[config.mk]
export PLATFORM = sky130hd
export DESIGN_NAME = tqvp_hx2003_pulse_receiver
export DESIGN_NICKNAME = d
export VERILOG_FILES = /design/src/rtl/tqvp_hx2003_pulse_receiver.sv
export SDC_FILE = /design/constraint.sdc
export NUM_CORES = 1
export LEC_CHECK = 0
export BUFFER_PORTS_ARGS = -buffer_cell sky130_fd_sc_hd__buf_2
export CAP_MARGIN = 20
export CORE_UTILIZATION = 51
export CTS_CLUSTER_DIAMETER = 120
export DETAILED_ROUTE_END_ITERATION = 8
export PLACE_DENSITY = 0.72
export SYNTH_ARGS = -nofsm -noshare
export SYNTH_HDL_FRONTEND = slang
export SYNTH_SLANG_ARGS = --single-unit
[constraint.sdc]
create_clock -name clk -period 5.9 [get_ports clk]
set_clock_uncertainty 0.15 [all_clocks]
set_input_delay 1.18 -clock clk [delete_from_list [all_inputs] [get_ports clk]]
set_output_delay 1.18 -clock clk [all_outputs]
set_load 0.01 [all_outputs]
[src/rtl/tqvp_hx2003_pulse_receiver.sv]
// Pulse-width receiver: classifies each line period as short/long per level and
// packs the 2-bit symbols into 16-symbol words with a valid/ready handoff.
//   state     | meaning
//   IDLE      | disabled, overflow cleared
//   WAIT_EDGE | line at idle level, waiting for a frame to start
//   MEASURE   | timing periods, recording symbols at each edge
module tqvp_hx2003_pulse_receiver #(
  parameter int DUR_W = 8
) (
  input  logic             clk,
  input  logic             rst_n,
  input  logic             en,
  input  logic             sig_in,
  input  logic             cfg_invert,
  input  logic             cfg_idle_level,
  input  logic [3:0]       cfg_prescaler,
  input  logic [DUR_W-1:0] cfg_thresh_low,
  input  logic [DUR_W-1:0] cfg_thresh_high,
  input  logic [DUR_W-1:0] cfg_idle_timeout,
  output logic [31:0]      word_data,
  output logic [4:0]       word_count,
  output logic             word_valid,
  input  logic             word_ready,
  output logic             frame_done,
  output logic             overflow
);

  typedef enum logic [1:0] {IDLE, WAIT_EDGE, MEASURE} state_t;

  state_t           state, state_next;
  logic             level, level_q, edge_det;
  logic [14:0]      presc, presc_max;
  logic [15:0]      presc_full;
  logic             tick;
  logic [DUR_W-1:0] dur, dur_inc, thresh;
  logic [3:0]       slot;
  logic [31:0]      shift, shift_next, new_data;
  logic [4:0]       new_count;
  logic [1:0]       symbol;
  logic             start, sym_write, timeout_hit, new_word;

  assign level      = sig_in ^ cfg_invert;
  assign edge_det   = level != level_q;
  assign presc_full = (16'd1 << cfg_prescaler) - 16'd1;
  assign presc_max  = presc_full[14:0];
  assign tick       = presc == presc_max;
  // A tick landing on the edge cycle still counts toward the finished period.
  assign dur_inc    = (tick && dur != '1) ? dur + DUR_W'(1) : dur;
  assign thresh     = level_q ? cfg_thresh_high : cfg_thresh_low;

  always_ff @(posedge clk) begin
    if (!rst_n) state <= IDLE;
    else        state <= state_next;
  end

  always_comb begin
    state_next = state;
    if (!en) begin
      state_next = IDLE;
    end else begin
      case (state)
        IDLE:      state_next = WAIT_EDGE;
        WAIT_EDGE: if (start) state_next = MEASURE;
        MEASURE:   if (timeout_hit) state_next = WAIT_EDGE;
        default:   state_next = IDLE;
      endcase
    end
  end

  always_comb begin
    start       = (state == WAIT_EDGE) && en && (level != cfg_idle_level);
    sym_write   = (state == MEASURE) && en && edge_det;
    timeout_hit = (state == MEASURE) && en && !edge_det && (cfg_idle_timeout != '0) &&
                  (level_q == cfg_idle_level) && (dur == cfg_idle_timeout);
    symbol      = {level_q, dur_inc > thresh};
    // Writing slot 0 starts a fresh word, so unused upper slots read as zero.
    shift_next  = ((slot == 4'd0) ? 32'd0 : shift) | (32'(symbol) << {slot, 1'b0});
    new_word    = (sym_write && slot == 4'd15) || (timeout_hit && slot != 4'd0);
    new_data    = sym_write ? shift_next : shift;
    new_count   = sym_write ? 5'd16 : {1'b0, slot};
  end

  always_ff @(posedge clk) begin
    if (!rst_n) begin
      level_q    <= 1'b0;
      presc      <= '0;
      dur        <= '0;
      slot       <= '0;
      shift      <= '0;
      frame_done <= 1'b0;
      word_valid <= 1'b0;
      word_data  <= '0;
      word_count <= '0;
      overflow   <= 1'b0;
    end else begin
      level_q    <= level;
      frame_done <= timeout_hit;
      if (start) begin
        presc <= '0;
        dur   <= '0;
        slot  <= '0;
      end else if (sym_write) begin
        shift <= shift_next;
        slot  <= slot + 4'd1;
        presc <= '0;
        dur   <= '0;
      end else if (state == MEASURE) begin
        presc <= tick ? 15'd0 : presc + 15'd1;
        dur   <= dur_inc;
      end
      if (word_valid && word_ready) word_valid <= 1'b0;
      if (new_word) begin
        if (!word_valid || word_ready) begin
          word_valid <= 1'b1;
          word_data  <= new_data;
          word_count <= new_count;
        end else begin
          overflow <= 1'b1;
        end
      end
      if (state == IDLE) overflow <= 1'b0;
    end
  end

endmodule

; ---- Yosys cells after proc, flatten, opt, wreduce, memory -nomap -nowiden
; Index checks and enable logic that the tools add are counted.
[classes]
addsub = 4
n_mul = 0
div_mod_pow = 0
order_cmp = 1
n_eq_ne = 11
shift = 2
muxes = 12
n_bitwise = 4
reduce_logical = 27
[op_table]
columns = op, count
row1 = $mux 32, 2
row2 = $or 32x32->32, 1
row3 = $shl 2x5->32, 1
row4 = $mux 8, 2
row5 = $add 15x1->15 const B, 1
row6 = $eq 15x15->1, 1
row7 = $mux 15, 1
row8 = $shl 1x4->15 const A, 1
row9 = $sub 15x1->15 const B, 1
row10 = $logic_and 1x1->1, 12
row11 = $add 8x1->8 const B, 1
row12 = $eq 8x8->1, 1
row13 = $gt 8x8->1, 1
row14 = $ne 8x8->1 const B, 1
row15 = $reduce_and 2->1, 4
row16 = $reduce_bool 8->1, 1
row17 = $pmux 2 s3, 1
row18 = $mux 5, 1
row19 = $add 4x1->4 const B, 1
row20 = $eq 4x4->1 const B, 1
row21 = $logic_not 4->1, 1
row22 = $mux 2, 2
row23 = $ne 2x2->1 const B, 2
row24 = $reduce_bool 4->1, 1
row25 = 12 further kinds, 19
[totals]
register_bits = 102
latchBits = 0
ramBits = 0
romBits = 0
inputBits = 35
word_cells = 72
memories = 0

; ---- Depth between registers and ports, before layout
; Gate-level depths: netlist of run 1.
[logic_depth]
depth_word = 10
ltp_mapped = 21
depth_no_buf = 16

; ---- Worst setup path after synthesis of run 1
; Ideal clock, no wire load.
[synth_timing]
path_type = input port to flip-flop
startpoint = input cfg_prescaler[0]
endpoint = register shift[20]
setup_time_ns = 0.076
t_arrival_ns = 5.263
required_ns = 5.674
slack_ns = 0.412
path_stages = 19
path_buffers = 3
path_cell_list = buf_2 > nor4_2 > inv_1 > ha_1 > clkbuf_1 > or3_1 > a21oi_1 > o21a_1 > o211ai_4 > or4_4 > mux2_4 > ha_1 > nor2b_1 > o211ai_1 > a21o_1 > a21oi_1 > clkbuf_1 > nand4b_1 > a21boi_0
[synth_between]
elab_chain_cells = 9
[synth_lines]
columns = element, line_no
row1 = start: declaration, 16  ; input logic [3:0] cfg_prescaler,
row2 = $shl 1x4->15, 44  ; assign presc_full = (16'd1 << cfg_prescaler) - 16'd1;
row3 = $sub 15x1->15, 44
row4 = $eq 15x15->1, 46  ; assign tick = presc == presc_max;
row5 = $logic_and 1x1->1, 48  ; assign dur_inc = (tick && dur != '1) ? dur + DUR_W'(1) : dur;
row6 = $mux 8, 48
row7 = named net dur_inc[1], 35  ; logic [DUR_W-1:0] dur, dur_inc, thresh;
row8 = $gt 8x8->1, 75  ; symbol = {level_q, dur_inc > thresh};
row9 = $shl 2x5->32, 77  ; shift_next = ((slot == 4'd0) ? 32'd0 : shift) | (32'(symbol) << {slot, 1'b0});
row10 = $or 32x32->32, 77
row11 = $mux 32, --
row12 = end signal: assignment, 103  ; shift <= shift_next;
row13 = end: declaration, 37  ; logic [31:0] shift, shift_next, new_data;
; The timed path passes the listed nets, and every way through them passes these cells.
; A chain may end at the register's enable or synchronous reset.

; ---- Worst setup path in the final report of run 1
[layout_timing]
startpoint = input cfg_prescaler[0]
endpoint = register word_data[26]
[layout_between]
elab_chain_cells = 9
[layout_lines]
columns = element, line_no
row1 = $shl 1x4->15, 44
row2 = $sub 15x1->15, 44
row3 = $eq 15x15->1, 46
row4 = $logic_and 1x1->1, 48
row5 = $mux 8, 48
row6 = named net dur_inc[1], 35
row7 = $gt 8x8->1, 75
row8 = $shl 2x5->32, 77
row9 = $or 32x32->32, 77
row10 = $mux 32, --
row11 = end signal: assignment, 115  ; word_data <= new_data;
row12 = end: declaration, 20  ; output logic [31:0] word_data,
; The timed path passes the listed nets, and every way through them passes these cells.

==> flow_summary_export.csv, run 1 <==
group,metric,value,unit
cts,cts_buffers,9,
synthesis,syn_nets,676,
final_layout,nets,727,
detailed_routing,drt_iter0_drc,259,
floorplan,row_count,37,
cts,postCtsSetupBuffers,0,
synthesis,async_reset_ff_frac,0,
final_layout,antenna_cells,0,
grt,grt_max_degree,76,
grt,track_usage,0.246,
worst_setup_path,critPathLaunchType,"primary input",
sta,fin_crit_sh,0.878,
final_layout,regArea,2040,um2
floorplan,core,10300,um2
detailed_routing,vias,4700,
cts,tritoncts,"built",
cts,clockBufferDepth,2,
final_layout,final_layout_size_suffix_gt1_frac,0.170,
run,max-cap-violations,0,
sta,hold_slack,303,ps
synthesis,syn_area_per_cell,8.56,um2
worst_setup_path,cp_top_family,"simple AND/OR/NAND/NOR gates",
cts,clock_latency,370,ps
grt,antenna_found_initial,0,
worst_setup_path,r2r_cells,15,
place,place_area,5820,um2
worst_setup_path,path_cells,"buf_2, nor4_2, inv_1, ha_1, or3_1, a21oi_1, o21a_1, o211ai_4, or4_4, mux2_4, ha_1, nor2b_1, o211ai_1, a21o_1, a21oi_1, buf_4, a32oi_1, a21oi_1",
worst_setup_path,crit_top_cell,"a21oi_1",
final_layout,finalInstanceArea,6050,um2
sta,hold_violations,0,
final_layout,fillers,958,
detailed_routing,routedWlPerCell,15.6,um
sta,tightestPinTransition,797,ps
cts,cts_root_buf,"clkbuf_8",
sta,final-setup-viol-count,0,
sta,slew-limit-headroom,0.467,
cts,path_clk_slew,90,ps
final_layout,final_cell_mix,"dfxtp_1 (102), nand2_1 (88), buf_2 (74)",
min_path,hold_path_class,"register to register",
worst_setup_path,worstSetupEndpointType,"register",
worst_setup_path,crit_path_end,"word_data[26]",
cts,h-tree-depth,3,
worst_setup_path,slowest_stage,"or4_4",
worst_setup_path,path_buf_inv,3,
synthesis,synth_edf_count,0,
cts,cts_num_sinks,102,
place,pre_cts_slack,360,ps
cts,hold_buffers,0,
synthesis,netlist-cell-type-count,66,
final_layout,syn2layout_area_growth,12.5,%
worst_setup_path,arrival,5270,ps
synthesis,synth_seq_cells,102,
worst_setup_path,crit_path_max_incr_delay,580,ps
sta,drv_slew,0,
worst_setup_path,required,5990,ps
detailed_routing,drt-total-wl,12800,um
worst_setup_path,reg2reg_slack,1690,ps
synthesis,syn_area,5380,um2
cts,post_cts_resized,0,
worst_setup_path,path_max_fanout,14,
grt,grt_pass1_vias,4404,
detailed_routing,drt_pass1_iterations,4,
floorplan,die_x,105,um
final_layout,multi_input_area,3130,um2
final_layout,final_common_cell,"dfxtp_1",
synthesis,ys_seq_area_frac,0.380,
grt,grt_overflow,0,
detailed_routing,ant_nets,0,
worst_setup_path,r2r-start,"presc[5]",
power,ir_drop,158,uV
worst_setup_path,r2r-end,"word_data[26]",
place,dp.final_hpwl,9220,um
synthesis,synth_top_flop_cell,"dfxtp_1",
sta,fin_ws,721,ps
worst_setup_path,worst-path-stages,18,
floorplan,num_io_pins,75,
synthesis,syn_inst,628,
floorplan,fp.dieH,105,um
grt,grt_first_pass_wirelength,21800,um
power,power.static_leakage,2.35,nW
detailed_routing,drc,0,
sta,tns,0,ps
place,routabilityCongestion,0.903,
detailed_routing,viasPerCell,5.73,
sta,max_freq,0.193,GHz
status,run_status,"complete, no violations",
final_layout,finish.utilization,0.589,
place,port_buffers,74,
floorplan,start_util,0.523,
synthesis,ys_warn_count,0,
sta,period_minus_slack,5180,ps
sta,rsz0062_at_grt,"no",
worst_setup_path,critPathKind,"primary input to register",
power,p_per_area,204,nW/um2
worst_setup_path,crit_path_start,"cfg_prescaler[0]",
floorplan,die_area,11000,um2
## report_power, final
part | internal [W] | switching (W)
combinational | 0.0000398 | 0.0000485
clock | 0.000202 | 0.000253
sequential | 0.000689 | 0.00000368
## worst min-delay path by stage
stage	from	endpoint	slack, ps	cells past startpoint
6_report	word_data[7]	word_data[7]	300	2
5_1_grt	word_data[9]	word_data[9]	320	2
4_1_cts	word_data[3]	word_data[3]	310	2
3_5_place_dp	word_data[3]	word_data[3]	290	2
3_3_place_gp	word_data[3]	word_data[3]	290	2
2_1_floorplan	shift[16]	shift[16]	290	2
## registers in the layout (all words and copies together), names as in the netlist
register,cells
word_valid,1
presc,15
level_q,1
slot,4
word_count,5
word_data,32
overflow,1
state,2
dur,8
shift,32
frame_done,1
## cell type report
| class | instances | share of cell area |
|---|---|---|
| multi-input cells | 474 | 0.518 |
| flip-flops and latches | 102 | 0.338 |
| repair buffers | 85 | 0.0782 |
| well taps | 136 | 0.0281 |
| clock buffers | 9 | 0.0205 |
| clock inverters | 7 | 0.0132 |
| inverters | 7 | 0.00434 |
## cells by family (layout without fill, tap and decap cells)
kind of cell    after synthesis  after routing  share of synthesized area
fa+ha+maj                    13             13                     0.0302
buf+inv                      52            108                     0.0384
flops                       102            102                      0.380
mux                          18             18                     0.0349
compound gates              121            121                      0.175
simple gates                285            285                      0.276
xor+xnor                     37             37                     0.0654
## Yosys cell counts (9+ instances only)
cell type / number / area (um2)
a22o_1: 14 / 123
xnor2_1: 16 / 140
a21oi_1: 15 / 75.1
and2_1: 20 / 125
nor3_1: 14 / 70.1
nand2_1: 88 / 330
a32oi_1: 12 / 105
nor4_1: 11 / 68.8
dfxtp_1: 102 / 2040
a21boi_0: 33 / 248
nor2_1: 37 / 139
or3_1: 9 / 56.3
ha_1: 13 / 163
nor2b_1: 18 / 113
xor2_1: 19 / 166
nand3_1: 32 / 160
mux2i_1: 15 / 150
nand4_1: 13 / 81.3
clkbuf_1: 37 / 139
## per-layer routing
| layer | global-route usage | wire (um) |
|---|---|---|
| met1 | 0.348 | 6330 |
| met5 | 0 | 0 |
| met2 | 0.381 | 5790 |
| met3 | 0.0437 | 506 |
| met4 | 0.0744 | 183 |
## per-stage QoR
stage	power, W	instances
global route	0.00129	820
detailed placement	0.000796	803
floorplan	0.000768	628
CTS	0.00125	819
finish	0.00124	820
global placement	0.000793	803
## worst reg2reg max path, cell delays in order (launching register included)
cell     delay, ps
dfxtp_1        500
and3b_1        220
o32a_1         330
o21ai_1        180
nand4_1        370
buf_4          320
nor4_1         200
mux2_2         390
ha_1           300
nand4_1        110
or2_2          340
nand2_1         70
a21oi_1         40
buf_4          190
a32oi_1        250
a21oi_1        120
Note: power is estimated with default switching activity, not from simulation.
==> inputs of run 2 (changes only) <==
CORE_ASPECT_RATIO = 1.5   (was default)
CTS_CLUSTER_DIAMETER = default   (was 120)
==> flow_summary_export.csv, run 2 (synthesized netlist as in run 1, its figures left out) <==
group,metric,value,unit
sta,rsz0062_at_grt,"no",
detailed_routing,wl_met2,6630,um
cts,postCtsSetupBuffers,0,
detailed_routing,drc,0,
final_layout,multi_input_area,3130,um2
final_layout,nets,725,
worst_setup_path,path_cells,"buf_2, nor4_2, inv_1, ha_1, or3_1, a21oi_1, o21a_1, o211ai_4, or4_4, mux2_4, ha_1, nor2b_1, o211ai_1, a21o_1, a21oi_1, buf_4, a32oi_1, a21oi_1",
worst_setup_path,crit_path_max_incr_delay,610,ps
worst_setup_path,critPathKind,"primary input to register",
power,ir_drop,245,uV
final_layout,finish.utilization,0.603,
worst_setup_path,slowest_stage,"or4_4",
worst_setup_path,critPathLaunchType,"primary input",
floorplan,start_util,0.528,
sta,fin_crit_sh,0.905,
status,run_status,"complete, no violations",
final_layout,final_layout_size_suffix_gt1_frac,0.167,
final_layout,final_cell_mix,"dfxtp_1 (102), nand2_1 (88), buf_2 (74)",
sta,hold_slack,302,ps
grt,grt_pass1_vias,4410,
worst_setup_path,r2r-start,"presc[5]",
place,routabilityCongestion,0.945,
cts,post_cts_resized,0,
worst_setup_path,reg2reg_slack,1860,ps
final_layout,fillers,932,
sta,final-setup-viol-count,0,
detailed_routing,dr_wl_met3,347,um
grt,grt_max_degree,75,
place,port_buffers,74,
detailed_routing,vias,4668,
grt,track_usage,0.241,
cts,clock_latency,340,ps
cts,cts_num_sinks,102,
sta,tns,0,ps
grt,antenna_found_initial,0,
floorplan,num_io_pins,75,
floorplan,die_area,11000,um2
sta,max_freq,0.187,GHz
detailed_routing,ant_nets,0,
worst_setup_path,worst-path-stages,18,
sta,period_minus_slack,5340,ps
worst_setup_path,path_max_fanout,15,
grt,grt_overflow,0,
detailed_routing,routedWlPerCell,15.6,um
floorplan,fp.dieH,128,um
final_layout,top_regs,"shift: 32 flops, word_data: 32 flops, presc: 15 flops",
worst_setup_path,r2r-end,"word_data[26]",
worst_setup_path,crit_path_end,"word_data[26]",
detailed_routing,wl_met1,5580,um
place,dp_cells,806,
grt,grt_first_pass_wirelength,21200,um
worst_setup_path,worstSetupEndpointType,"register",
worst_setup_path,required,5960,ps
worst_setup_path,path_buf_inv,3,
floorplan,die_x,85.8,um
cts,clockBufferDepth,2,
floorplan,row_count,45,
final_layout,finalNonFillerCells,823,
min_path,hold_path_class,"register to register",
sta,drv_slew,0,
cts,h-tree-depth,3,
detailed_routing,top_layer,"met4",
floorplan,core,10200,um2
worst_setup_path,crit_path_start,"cfg_prescaler[0]",
sta,slew-limit-headroom,0.423,
detailed_routing,drt-total-wl,12800,um
cts,tritoncts,"built",
sta,tightestPinTransition,862,ps
final_layout,regArea,2040,um2
worst_setup_path,cp_top_family,"simple AND/OR/NAND/NOR gates",
detailed_routing,viasPerCell,5.67,
cts,hold_buffers,0,
worst_setup_path,r2r_cells,15,
run,max-cap-violations,0,
detailed_routing,drt_pass1_iterations,4,
final_layout,syn2layout_area_growth,14.3,%
power,power.static_leakage,2.39,nW
sta,fin_ws,563,ps
final_layout,final_common_cell,"dfxtp_1",
cts,cts_root_buf,"clkbuf_16",
place,pre_cts_slack,231,ps
power,p_per_area,226,nW/um2
worst_setup_path,crit_top_cell,"a21oi_1",
worst_setup_path,arrival,5400,ps
place,dp.final_hpwl,9070,um
final_layout,antenna_cells,0,
detailed_routing,drt_iter0_drc,162,
cts,path_clk_slew,70,ps
cts,cts_buffers,9,
sta,hold_violations,0,
## run 2: changes by cell type in the layout (fill, tap and decap cells not counted), sizes merged
cell	change
clkbuf	+2
buf	-2
inv	-3
clkinv	-1
clkinvlp	+2
## run 2: metal layers
metal,up-vias,global-route usage
met1,2215,0.288
met4,0,0.0931
met3,20,0.0277
met5,-,0
met2,93,0.435
li1,2340,-
## run 2: how the worst min path moves through the flow
stage / start / endpoint / cells after the start
finish: word_data[15] / word_data[15] / 2
global route: word_data[5] / word_data[5] / 2
CTS: word_data[15] / word_data[15] / 2
detailed placement: word_data[15] / word_data[15] / 2
global placement: word_data[15] / word_data[15] / 2
floorplan: shift[16] / shift[16] / 2
## run 2: where the power goes
group	internal (W)	switching, W	total [W]	leakage, nW
registers	0.000689	0.00000395	0.000693	0.822
logic	0.0000389	0.0000473	0.0000862	1.42
clock network	0.000351	0.000255	0.000607	0.144
total	0.00108	0.000307	0.00139	2.39
## run 2: area by class of cell
type | count | area share
clock inverter | 5 | 0.00936
inverter | 7 | 0.00428
clock buffer | 11 | 0.0411
tap | 141 | 0.0287
multi-input combinational | 474 | 0.510
sequential | 102 | 0.332
timing repair buffer | 83 | 0.0745
## run 2: through the flow
stage | instance area (um2) | power [W]
after floorplan | 5380 | 0.000768
after global placement | 5810 | 0.000793
after detailed placement | 5810 | 0.000795
after CTS | 6120 | 0.00140
after global routing | 6150 | 0.00143
final | 6150 | 0.00139
## run 2: worst reg2reg max path, cell delays in order, from the launching register on
cell and delay, ps:
dfxtp_1 470, and3b_1 210, o32a_1 320, o21ai_1 150, nand4_1 320, buf_4 310, nor4_1 200, mux2_2 370
ha_1 300, nand4_1 110, or2_2 350, nand2_1 80, a21oi_1 40, buf_4 190, a32oi_1 260, a21oi_1 100
==> inputs of run 3 (changes only) <==
RECOVER_POWER = 50   (was default)
==> flow_summary_export.csv, run 3 (synthesized netlist as in run 1, its figures left out) <==
group,metric,value,unit
cts,postCtsSetupBuffers,0,
floorplan,fp.dieH,128,um
sta,hold_violations,0,
worst_setup_path,required,5960,ps
final_layout,syn2layout_area_growth,13.2,%
detailed_routing,routedWlPerCell,15.5,um
final_layout,antenna_cells,0,
status,violations,"capacitance limit, slew limit",
sta,drv_slew,75,
cts,clock_latency,340,ps
worst_setup_path,arrival,5390,ps
min_path,hold_end,"word_data[27]",
run,max-cap-violations,1,
detailed_routing,ant_nets,0,
final_layout,fillers,943,
place,dp.final_hpwl,9070,um
worst_setup_path,r2r_cells,15,
grt,track_usage,0.241,
sta,slew-limit-headroom,-0.558,
sta,tightestPinTransition,2340,ps
floorplan,row_count,45,
final_layout,final_layout_size_suffix_gt1_frac,0.104,
power,power.static_leakage,2.19,nW
cts,cts_root_buf,"clkbuf_16",
sta,max_freq,0.188,GHz
status,run_status,"finished with violations",
grt,grt_overflow,0,
sta,rsz0062_at_grt,"no",
cts,post_cts_resized,0,
place,port_buffers,74,
grt,grt_first_pass_wirelength,21200,um
grt,antenna_found_initial,0,
final_layout,top_regs,"shift: 32 flops, word_data: 32 flops, presc: 15 flops",
cts,tritoncts,"built",
detailed_routing,drt_pass1_iterations,4,
min_path,min_path_cells,2,
cts,cts_num_sinks,102,
worst_setup_path,critPathKind,"primary input to register",
worst_setup_path,worstSetupEndpointType,"register",
final_layout,nets,725,
detailed_routing,viasPerCell,5.67,
floorplan,num_io_pins,75,
floorplan,core,10200,um2
worst_setup_path,reg2reg_slack,1860,ps
worst_setup_path,slowest_stage,"or4_4",
place,routabilityCongestion,0.945,
sta,final-setup-viol-count,0,
floorplan,die_x,85.8,um
min_path,hold_path_class,"register to register",
cts,clockBufferDepth,2,
sta,fin_crit_sh,0.904,
sta,tns,0,ps
worst_setup_path,r2r-start,"presc[5]",
worst_setup_path,crit_path_max_incr_delay,620,ps
detailed_routing,drc,0,
power,p_per_area,228,nW/um2
worst_setup_path,r2r-end,"word_data[26]",
final_layout,final_cell_mix,"dfxtp_1 (102), nand2_1 (88), clkbuf_1 (43)",
worst_setup_path,crit_top_cell,"a21oi_1",
place,place_area,5810,um2
worst_setup_path,critPathLaunchType,"primary input",
min_path,hold_start,"word_data[27]",
cts,h-tree-depth,3,
final_layout,final_common_cell,"dfxtp_1",
final_layout,finish.utilization,0.598,
grt,grt_max_degree,75,
grt,grt_pass1_vias,4410,
final_layout,finalInstanceArea,6090,um2
cts,hold_buffers,0,
sta,period_minus_slack,5330,ps
worst_setup_path,path_cells,"buf_2, nor4_2, inv_1, ha_1, or3_1, a21oi_1, o21a_1, o211ai_4, or4_4, mux2_4, ha_1, nor2b_1, o211ai_1, a21o_1, a21oi_1, buf_4, a32oi_1, a21oi_1",
floorplan,start_util,0.528,
detailed_routing,vias,4666,
cts,cts_buffers,9,
cts,path_clk_slew,70,ps
detailed_routing,drt_iter0_drc,166,
detailed_routing,drt-total-wl,12800,um
floorplan,die_area,11000,um2
worst_setup_path,path_max_fanout,15,
sta,hold_slack,322,ps
power,ir_drop,246,uV
==> run 3: power breakdown <==
group          switching, W   total, W  internal (W)
clock              0.000256   0.000607      0.000351
combinational     0.0000475  0.0000869     0.0000394
sequential       0.00000391   0.000693      0.000689
total              0.000308    0.00139       0.00108
==> run 3: worst max-delay path by stage <==
stage                     startpoint       endpoint  slack [ps]  cells past startpoint
global placement    cfg_prescaler[0]  word_data[24]         390                     18
CTS                 cfg_prescaler[0]  word_data[26]         580                     18
finish              cfg_prescaler[0]  word_data[26]         570                     18
global route        cfg_prescaler[3]      shift[20]         300                     18
detailed placement  cfg_prescaler[0]  word_data[26]         230                     18
floorplan           cfg_prescaler[0]      shift[20]         410                     19
==> run 3: layer usage <==
metal  wire [um]  global-route usage  vias up
li1            -                   -     2335
met1        5550               0.288     2209
met2        6590               0.435      102
met3         367              0.0277       20
met4         283              0.0931        0
met5           0                   0        -
==> run 3: area by class of cell <==
| class | count | area [um2] | share of cell area |
|---|---|---|---|
| Timing Repair Buffer | 83 | 402 | 0.0660 |
| Multi-Input combinational cell | 474 | 3130 | 0.514 |
| Inverter | 7 | 26.3 | 0.00431 |
| Clock inverter | 5 | 57.6 | 0.00945 |
| Clock buffer | 11 | 253 | 0.0415 |
| Tap cell | 141 | 176 | 0.0290 |
| Sequential cell | 102 | 2040 | 0.335 |
==> run 3: through the flow <==
step	setup WS (ps)	cells	total power (W)
after floorplan	412	628	0.000768
after global placement	385	806	0.000793
after detailed placement	231	806	0.000795
after CTS	581	822	0.00140
after global routing	305	823	0.00143
final	568	823	0.00139
==> run 3: critical path, delay by kind of cell <==
kind	cells	cell delay [ps]
fa+ha+maj	2	600
mux	1	310
compound gates	8	1340
simple gates	4	1510
buf+inv	3	440
